**src/rtl/axi_rd_master_if.sv**
```systemverilog
// AXI3 read-master engine: splits a linear block read into INCR bursts
// (at most 16 beats, one outstanding) and streams R data to a consumer.
// Optional feature macro: AXI_RD_MASTER_4K_SPLIT_EN -- when defined, bursts
// are additionally clipped at 4 KB address boundaries.
module axi_rd_master_if #(
    parameter int unsigned A     = 32,
    parameter int unsigned I     = 4,
    parameter int unsigned L     = 4,
    parameter int unsigned D     = 64,
    parameter int unsigned M     = D / 8,
    parameter int unsigned SIZE  = 3,
    parameter int unsigned LEN_W = 16,
    parameter int unsigned RD_ID = 0
) (
    input  logic             ACLK,
    input  logic             ARESET,
    input  logic             cmd_valid,
    output logic             cmd_ready,
    input  logic [A-1:0]     cmd_addr,
    input  logic [LEN_W-1:0] cmd_len,
    output logic             done,
    output logic             err,
    output logic [I-1:0]     ARID,
    output logic [A-1:0]     ARADDR,
    output logic [L-1:0]     ARLEN,
    output logic [2:0]       ARSIZE,
    output logic [1:0]       ARBURST,
    output logic [1:0]       ARLOCK,
    output logic [3:0]       ARCACHE,
    output logic [2:0]       ARPROT,
    output logic             ARVALID,
    input  logic             ARREADY,
    input  logic [I-1:0]     RID,
    input  logic [D-1:0]     RDATA,
    input  logic [1:0]       RRESP,
    input  logic             RLAST,
    input  logic             RVALID,
    output logic             RREADY,
    output logic             dout_valid,
    output logic [D-1:0]     dout_data,
    output logic             dout_last,
    input  logic             dout_ready
);

    localparam int unsigned MAXB = 2 ** L;

    typedef enum logic [1:0] {IDLE, ADDR, DATA, DONE} state_t;

    state_t           state_q;
    logic [A-1:0]     araddr_q;
    logic [L-1:0]     arlen_q;
    logic [L-1:0]     beat_q;
    logic [LEN_W-1:0] rem_q;
    logic             arvalid_q;
    logic             cmd_ready_q;
    logic             done_q;
    logic             err_q;

    logic [A-1:0]     addr_aligned;
    logic [LEN_W-1:0] src_rem;
    logic [LEN_W-1:0] n_beats;
    logic [L-1:0]     arlen_d;
    logic             r_hs;
    logic             last_beat;
    logic             beat_err;
`ifdef AXI_RD_MASTER_4K_SPLIT_EN
    logic [11:0]      src_addr;
    logic [12:0]      to_bnd;
`endif

    assign addr_aligned = cmd_addr & ~(A'(M) - 1'b1);
    assign r_hs         = (state_q == DATA) && RVALID && dout_ready;
    assign last_beat    = (beat_q == arlen_q);
    assign beat_err     = (RRESP != 2'b00) || (RLAST != last_beat) || (RID != I'(RD_ID));

    // Length of the next burst, from the command (IDLE) or from the running
    // address/remaining registers (end of a burst in DATA).
    always_comb begin
        src_rem = (state_q == IDLE) ? cmd_len : rem_q;
        n_beats = (src_rem > LEN_W'(MAXB)) ? LEN_W'(MAXB) : src_rem;
`ifdef AXI_RD_MASTER_4K_SPLIT_EN
        src_addr = (state_q == IDLE) ? addr_aligned[11:0] : araddr_q[11:0];
        to_bnd   = (13'h1000 - {1'b0, src_addr}) >> SIZE;
        if (LEN_W'(to_bnd) < n_beats) begin
            n_beats = LEN_W'(to_bnd);
        end
`endif
        arlen_d = L'(n_beats - 1'b1);
    end

    // Control FSM; all handshake-facing control outputs are registered here.
    always_ff @(posedge ACLK or posedge ARESET) begin
        if (ARESET) begin
            state_q     <= IDLE;
            araddr_q    <= '0;
            arlen_q     <= '0;
            beat_q      <= '0;
            rem_q       <= '0;
            arvalid_q   <= 1'b0;
            cmd_ready_q <= 1'b1;
            done_q      <= 1'b0;
            err_q       <= 1'b0;
        end else begin
            done_q <= 1'b0;
            case (state_q)
                IDLE: begin
                    if (cmd_valid) begin
                        cmd_ready_q <= 1'b0;
                        err_q       <= 1'b0;
                        if (cmd_len == '0) begin
                            state_q <= DONE;
                            done_q  <= 1'b1;
                        end else begin
                            araddr_q  <= addr_aligned;
                            rem_q     <= cmd_len;
                            arlen_q   <= arlen_d;
                            arvalid_q <= 1'b1;
                            state_q   <= ADDR;
                        end
                    end
                end
                ADDR: begin
                    if (ARREADY) begin
                        // araddr_q now tracks the next burst start; ARVALID is low
                        arvalid_q <= 1'b0;
                        araddr_q  <= araddr_q + (A'({1'b0, arlen_q}) + 1'b1) * A'(M);
                        rem_q     <= rem_q - (LEN_W'({1'b0, arlen_q}) + 1'b1);
                        beat_q    <= '0;
                        state_q   <= DATA;
                    end
                end
                DATA: begin
                    if (r_hs) begin
                        beat_q <= beat_q + 1'b1;
                        if (beat_err) begin
                            err_q <= 1'b1;
                        end
                        if (last_beat) begin
                            if (rem_q != '0) begin
                                arlen_q   <= arlen_d;
                                arvalid_q <= 1'b1;
                                state_q   <= ADDR;
                            end else begin
                                done_q  <= 1'b1;
                                state_q <= DONE;
                            end
                        end
                    end
                end
                DONE: begin
                    cmd_ready_q <= 1'b1;
                    state_q     <= IDLE;
                end
                default: state_q <= IDLE;
            endcase
        end
    end

    assign cmd_ready  = cmd_ready_q;
    assign done       = done_q;
    assign err        = err_q;
    assign ARID       = I'(RD_ID);
    assign ARADDR     = araddr_q;
    assign ARLEN      = arlen_q;
    assign ARSIZE     = 3'(SIZE);
    assign ARBURST    = 2'b01;
    assign ARLOCK     = 2'b00;
    assign ARCACHE    = 4'b0011;
    assign ARPROT     = 3'b000;
    assign ARVALID    = arvalid_q;
    assign RREADY     = (state_q == DATA) && dout_ready;
    assign dout_valid = (state_q == DATA) && RVALID;
    assign dout_data  = RDATA;
    assign dout_last  = dout_valid && last_beat && (rem_q == '0);

endmodule

```
**config.mk**
```make
export PLATFORM = sky130hd
export DESIGN_NAME = axi_rd_master_if
export DESIGN_NICKNAME = d
export VERILOG_FILES = /design/src/rtl/axi_rd_master_if.sv
export SDC_FILE = /design/constraint.sdc
export NUM_CORES = 1
export LEC_CHECK = 0
export BUFFER_PORTS_ARGS = -buffer_cell sky130_fd_sc_hd__buf_2
export CORE_MARGIN = 2
export CORE_UTILIZATION = 46
export DETAILED_ROUTE_END_ITERATION = 6
export PLACE_DENSITY = 0.86
export SYNTH_ARGS = -nofsm -noshare
export SYNTH_HDL_FRONTEND = slang
export SYNTH_SLANG_ARGS = --single-unit
```
**constraint.sdc**
```tcl
create_clock -name ACLK -period 3.8 [get_ports ACLK]
set_clock_uncertainty 0.2 [all_clocks]
set_input_delay 0.57 -clock ACLK [delete_from_list [all_inputs] [get_ports ACLK]]
set_output_delay 0.57 -clock ACLK [all_outputs]
set_load 0.03 [all_outputs]
```
# [After elaboration in Yosys (flattened, before gate mapping)]
# Index checks and enable logic that the tools add are counted.
[classes] reduce_logical=25 add_sub_neg=6 order_cmp=1 eq_ne=12 muxes=44
[op_table] operator="$mux W32" count=3
[op_table] operator="$mux W16" count=4
[op_table] operator="$pmux W32 S2" count=1
[op_table] operator="$add A32 B8 Y32" count=1
[op_table] operator="$logic_not A16 Y1" count=2
[op_table] operator="$mux W4" count=8
[op_table] operator="$pmux W16 S2" count=1
[op_table] operator="$gt A16 B5 Y1 const B" count=1
[op_table] operator="$pmux W4 S2" count=2
[op_table] operator="$reduce_bool A16 Y1" count=1
[op_table] operator="$sub A16 B5 Y16" count=1
[op_table] operator="$mux W1" count=14
[op_table] operator="$mux W2" count=6
[op_table] operator="$ne A2 B2 Y1 const B" count=6
[op_table] operator="$reduce_and A4 Y1" count=3
[op_table] operator="$add A4 B1 Y5 const B" count=2
[op_table] operator="$reduce_bool A2 Y1" count=5
[op_table] operator="$pmux W2 S4" count=1
[op_table] operator="$reduce_and A7 Y1" count=1
[op_table] operator="$pmux W1 S2" count=3
[op_table] operator="$reduce_and A6 Y1" count=1
[op_table] operator="$logic_and A1 B1 Y1" count=5
[op_table] operator="$add A4 B1 Y4 const B" count=1
[op_table] operator="$eq A2 B2 Y1 const B" count=2
[op_table] operator="other kinds (12)" count=13
[totals] out_inout_bits=125 elab_cells=97 ff_bits=62 input_bits=125

# [Longest topological paths before layout]
[depth] depth_word=9 depth_mapped=11

# [Worst setup path before layout]
# OpenSTA, ideal clock, no wires.
[synth_timing] kind="register to register" from="register arlen_q[0], in the netlist ARLEN[0]" to="register araddr_q[17], in the netlist ARADDR[17]" stages_incl_launch_ff=11 period_less_slack_ns=2.844 arrival_time_ns=2.507 path_slack_ns=0.956 n_path_buf=1 cell_sequence="dfrtp_1 ha_1 inv_1 fa_1 nor2b_1 o21ai_0 a21boi_0 clkbuf_1 o21ai_0 o22ai_1 a2bb2oi_1"
[synth_via] elab_chain_cells=4
[synth_lines] element="from (decl)" line="51" source="logic [L-1:0] arlen_q;"
[synth_lines] element="from (signal assigned)" line="116" source="arlen_q <= arlen_d;"
[synth_lines] element="from (signal assigned)" line="140" source="arlen_q <= arlen_d;"
[synth_lines] element="$add A4 B1 Y5" line="126" source="araddr_q <= araddr_q + (A'({1'b0, arlen_q}) + 1'b1) * A'(M);"
[synth_lines] element="$add A32 B8 Y32" line="126"
[synth_lines] element="$mux W32" line="123" source="if (ARREADY) begin"
[synth_lines] element="$pmux W32 S2" line="105" source="case (state_q)"
[synth_lines] element="to (signal assigned)" line="114" source="araddr_q <= addr_aligned;"
[synth_lines] element="to (signal assigned)" line="126"
[synth_lines] element="to (decl)" line="50" source="logic [A-1:0] araddr_q;"
# Every way passes these cells. The select of a mux whose other input is x is not followed.
# A chain may end at the register's enable or synchronous reset.

# [Final worst setup path]
[layout_timing] from="register rem_q[11]" to="output dout_last"
[layout_via] elab_chain_cells=2
[layout_lines] element="from (decl)" line="53" source="logic [LEN_W-1:0] rem_q;"
[layout_lines] element="from (signal assigned)" line="115" source="rem_q <= cmd_len;"
[layout_lines] element="from (signal assigned)" line="127" source="rem_q <= rem_q - (LEN_W'({1'b0, arlen_q}) + 1'b1);"
[layout_lines] element="$logic_not A16 Y1" line="174" source="assign dout_last = dout_valid && last_beat && (rem_q == '0);"
[layout_lines] element="$logic_and A1 B1 Y1" line="174"
[layout_lines] element="to (decl)" line="41" source="output logic dout_last,"
# Every way passes these cells.

==> flow_summary.json <==
{
  "cts_buffers": 9,
  "synthSimpleGateAreaFrac_pct": 16.75,
  "power_density_nw_per_um2": 787.4,
  "core_um2": 9774,
  "gr-total-overflow": 0,
  "timing.fmax_ghz": 0.3088,
  "die_h_um": 104.3,
  "crit_fanout": 5,
  "drive_gt1_share_pct": 22.71,
  "worst_pin_slew_ps": 749.1,
  "grt_pass1_vias": 4115,
  "drt-vias-per-instance": 5.968,
  "grtUsageTotal_pct": 22.02,
  "vias": 4315,
  "clockBufferDepth": 2,
  "port_buffers": 97,
  "num_antenna_cells": 0,
  "synth-edff-count": 0,
  "cts.htree.levels": 3,
  "synth_area_um2": 4624,
  "vdd_ir_drop_max_v": 0.0003724,
  "clk_latency_ps": 340,
  "synthFlopType": "dfrtp_1",
  "clkTransAtPathRegs_ps": 70,
  "postSynthCellCount": 562,
  "end_kind": "output pin",
  "cap_violations": 0,
  "slew_headroom_pct": 49.99,
  "grt_pass1_wl_um": 19610,
  "multi_input_area_um2": 2402,
  "outcome": "completed",
  "drtIter0Drc": 334,
  "routed_wl_um": 12180,
  "hold_viol": 0,
  "rows": 36,
  "fin_tns_setup_ps": 0,
  "synthMuxAreaShare_pct": 1.569,
  "syn_to_final_growth_pct": 4.708,
  "dr.pass1.iters": 5,
  "clock_sinks": 59,
  "yosysSeqAreaShare_pct": 31.95,
  "power.leakage_nw": 2.096,
  "synth_adder_area_share_pct": 4.113,
  "r2r_cells": 10,
  "fillerInstances": 949,
  "synth_cell_types": 57,
  "synth_compound_area_share_pct": 25.68,
  "antenna_found_initial": 0,
  "timing.final.crit_share_pct": 85.22,
  "start_util_pct": 47.31,
  "ys_warn_count": 0,
  "ios": 250,
  "grt_start_max_net_pins": 40,
  "wl_per_cell_um": 16.85,
  "drc": 0,
  "cts-root-buf": "clkbuf_8",
  "nets": 725,
  "arrival_ps": 2470,
  "hp-class": "primary input to asynchronous set/reset pin",
  "synth_xor_area_share_pct": 2.083,
  "dp_hpwl_um": 8890,
  "detail-route-antenna-nets": 0,
  "syn_avg_cell_area_um2": 8.229,
  "seq_area_um2": 1478,
  "slew_violations": 0,
  "hold_buffers": 0,
  "ys_seq_elements": 59,
  "dp_slack_ps": 703.6,
  "routabilityCongestion": 0.8990,
  "rsz0062_at_grt": "false",
  "crit_required_ps": 3030,
  "dieWidth_um": 104.3,
  "fin_ws_ps": 561.5,
  "cts_tree": "built",
  "post_cts_buffers": 0,
  "synth_top_family_by_area": "compound AO/OA/AOI/OAI gates",
  "synthArstFlopShare_pct": 100.0,
  "total_power_mw": 3.813,
  "crit_path_start_kind": "flip-flop",
  "setup_violations": 0,
  "period_minus_slack_ps": 3238,
  "crit_type": "flip-flop to output pin",
  "post_cts_resized": 0,
  "die_area_um2": 10870
}
## critical path: stages (launching register included)
cell     delay [ps]
dfrtp_1         420
or4_1           570
nor4_1          420
nand2_1         260
nor2_1          230
buf_2           230
## report_power, final
group          leakage (nW)  internal [mW]  switching, mW
registers             0.671          0.909          0.339
logic                  1.34          0.717           1.35
clock network        0.0860          0.248          0.245
total                  2.10           1.87           1.94
## placed cells by master, fill, tap and decap left out, types with 5 or more instances in the layout
cell type	count
a211oi_1	11
a21o_1	5
a21oi_1	45
a2bb2oi_1	9
a31oi_1	11
and3_1	6
and4_1	5
buf_2	97
buf_4	13
clkbuf_8	10
conb_1	21
dfrtp_1	58
ha_1	12
inv_1	13
mux2i_1	5
nand2_1	42
nand3_1	12
nand4_1	6
nor2_1	54
o21ai_0	31
o22a_1	6
o22ai_1	20
o31ai_1	7
or3_1	6
or4_1	6
xnor2_1	6
xor2_1	5
## synth_stat cells (all sizes together), types with 3 or more instances
cell | instances | area, um2
clkbuf | 24 | 90.09
a211oi | 11 | 82.58
o21ai | 31 | 155.2
xnor2 | 6 | 52.55
nand4 | 6 | 37.54
a221oi | 3 | 26.28
nor2 | 55 | 206.5
nor3 | 3 | 15.01
nor4 | 4 | 25.02
a311oi | 3 | 26.28
and3 | 6 | 37.54
xor2 | 5 | 43.79
a21oi | 45 | 225.2
buf | 92 | 675.7
o22a | 6 | 52.55
o2111ai | 3 | 26.28
ha | 12 | 150.1
nand3 | 12 | 60.06
or2 | 4 | 25.02
mux2i | 5 | 50.05
or4 | 6 | 45.04
o21a | 4 | 30.03
nand2 | 42 | 157.7
o31ai | 8 | 73.82
and2 | 4 | 25.02
inv | 14 | 52.55
dfrtp | 58 | 1451
a2bb2oi | 9 | 78.83
a21o | 5 | 37.54
and4 | 5 | 43.79
a31oi | 11 | 68.82
o32ai | 3 | 26.28
o211ai | 4 | 30.03
or3 | 7 | 48.80
o22ai | 20 | 125.1
## per-layer routing
layer | up-vias | track usage (%) | routed length, um | part of all wire (%)
met5 | - | 0 | 0 | 0
met4 | 0 | 8.591 | 252 | 2.1
met3 | 45 | 5.639 | 1093 | 9.0
met2 | 235 | 35.34 | 5819 | 48
met1 | 2051 | 28.44 | 5018 | 41
li1 | 1984 | - | - | -
## layout make-up
| cell class | count | area share, % |
|---|---|---|
| Clock buffer | 12 | 2.997 |
| Clock inverter | 3 | 0.3101 |
| Inverter | 14 | 1.085 |
| Multi-Input combinational cell | 392 | 49.61 |
| Sequential cell | 59 | 30.52 |
| Tap cell | 133 | 3.437 |
| Timing Repair Buffer | 110 | 12.04 |
## registers in the layout, indices dropped and copies added (netlist names)
register / flops
done: 1
rem_q: 16
beat_q: 4
err: 1
ARADDR: 29
state_q: 2
cmd_ready: 1
ARVALID: 1
ARLEN: 4
## metrics by stage
| step | area [um2] | hold WS (ps) | util [%] | std cells |
|---|---|---|---|---|
| floorplan | 4696 | 250.8 | - | 581 |
| global placement | 4682 | 261.1 | 47.90 | 708 |
| detailed placement | 4682 | 272.0 | 47.90 | 708 |
| CTS | 4842 | 176.4 | 49.54 | 723 |
| global route | 4842 | 209.7 | 49.54 | 723 |
| finish | 4842 | 158.8 | 49.54 | 723 |
## final timing paths
| path | startpoint | end | slack (ps) |
|---|---|---|---|
| min in group ACLK | cmd_valid | err | 260 |
| worst max register to register | ARLEN[0] | ARADDR[21] | 700 |
| worst min register to register | ARVALID | ARVALID | 290 |
| worst min-delay path | ARESET | rem_q[10] | 160 |
| worst max-delay path | rem_q[11] | dout_last | 560 |
| max in group asynchronous | ARESET | cmd_ready | 2360 |
## logic make-up after synthesis
logic type / after synthesis
buf+inv: 130
simple gates: 161
compound gates: 178
mux: 7
xor+xnor: 11
other cells: 2
flops: 59
fa+ha+maj: 14
(Power assumes the default switching activity.)
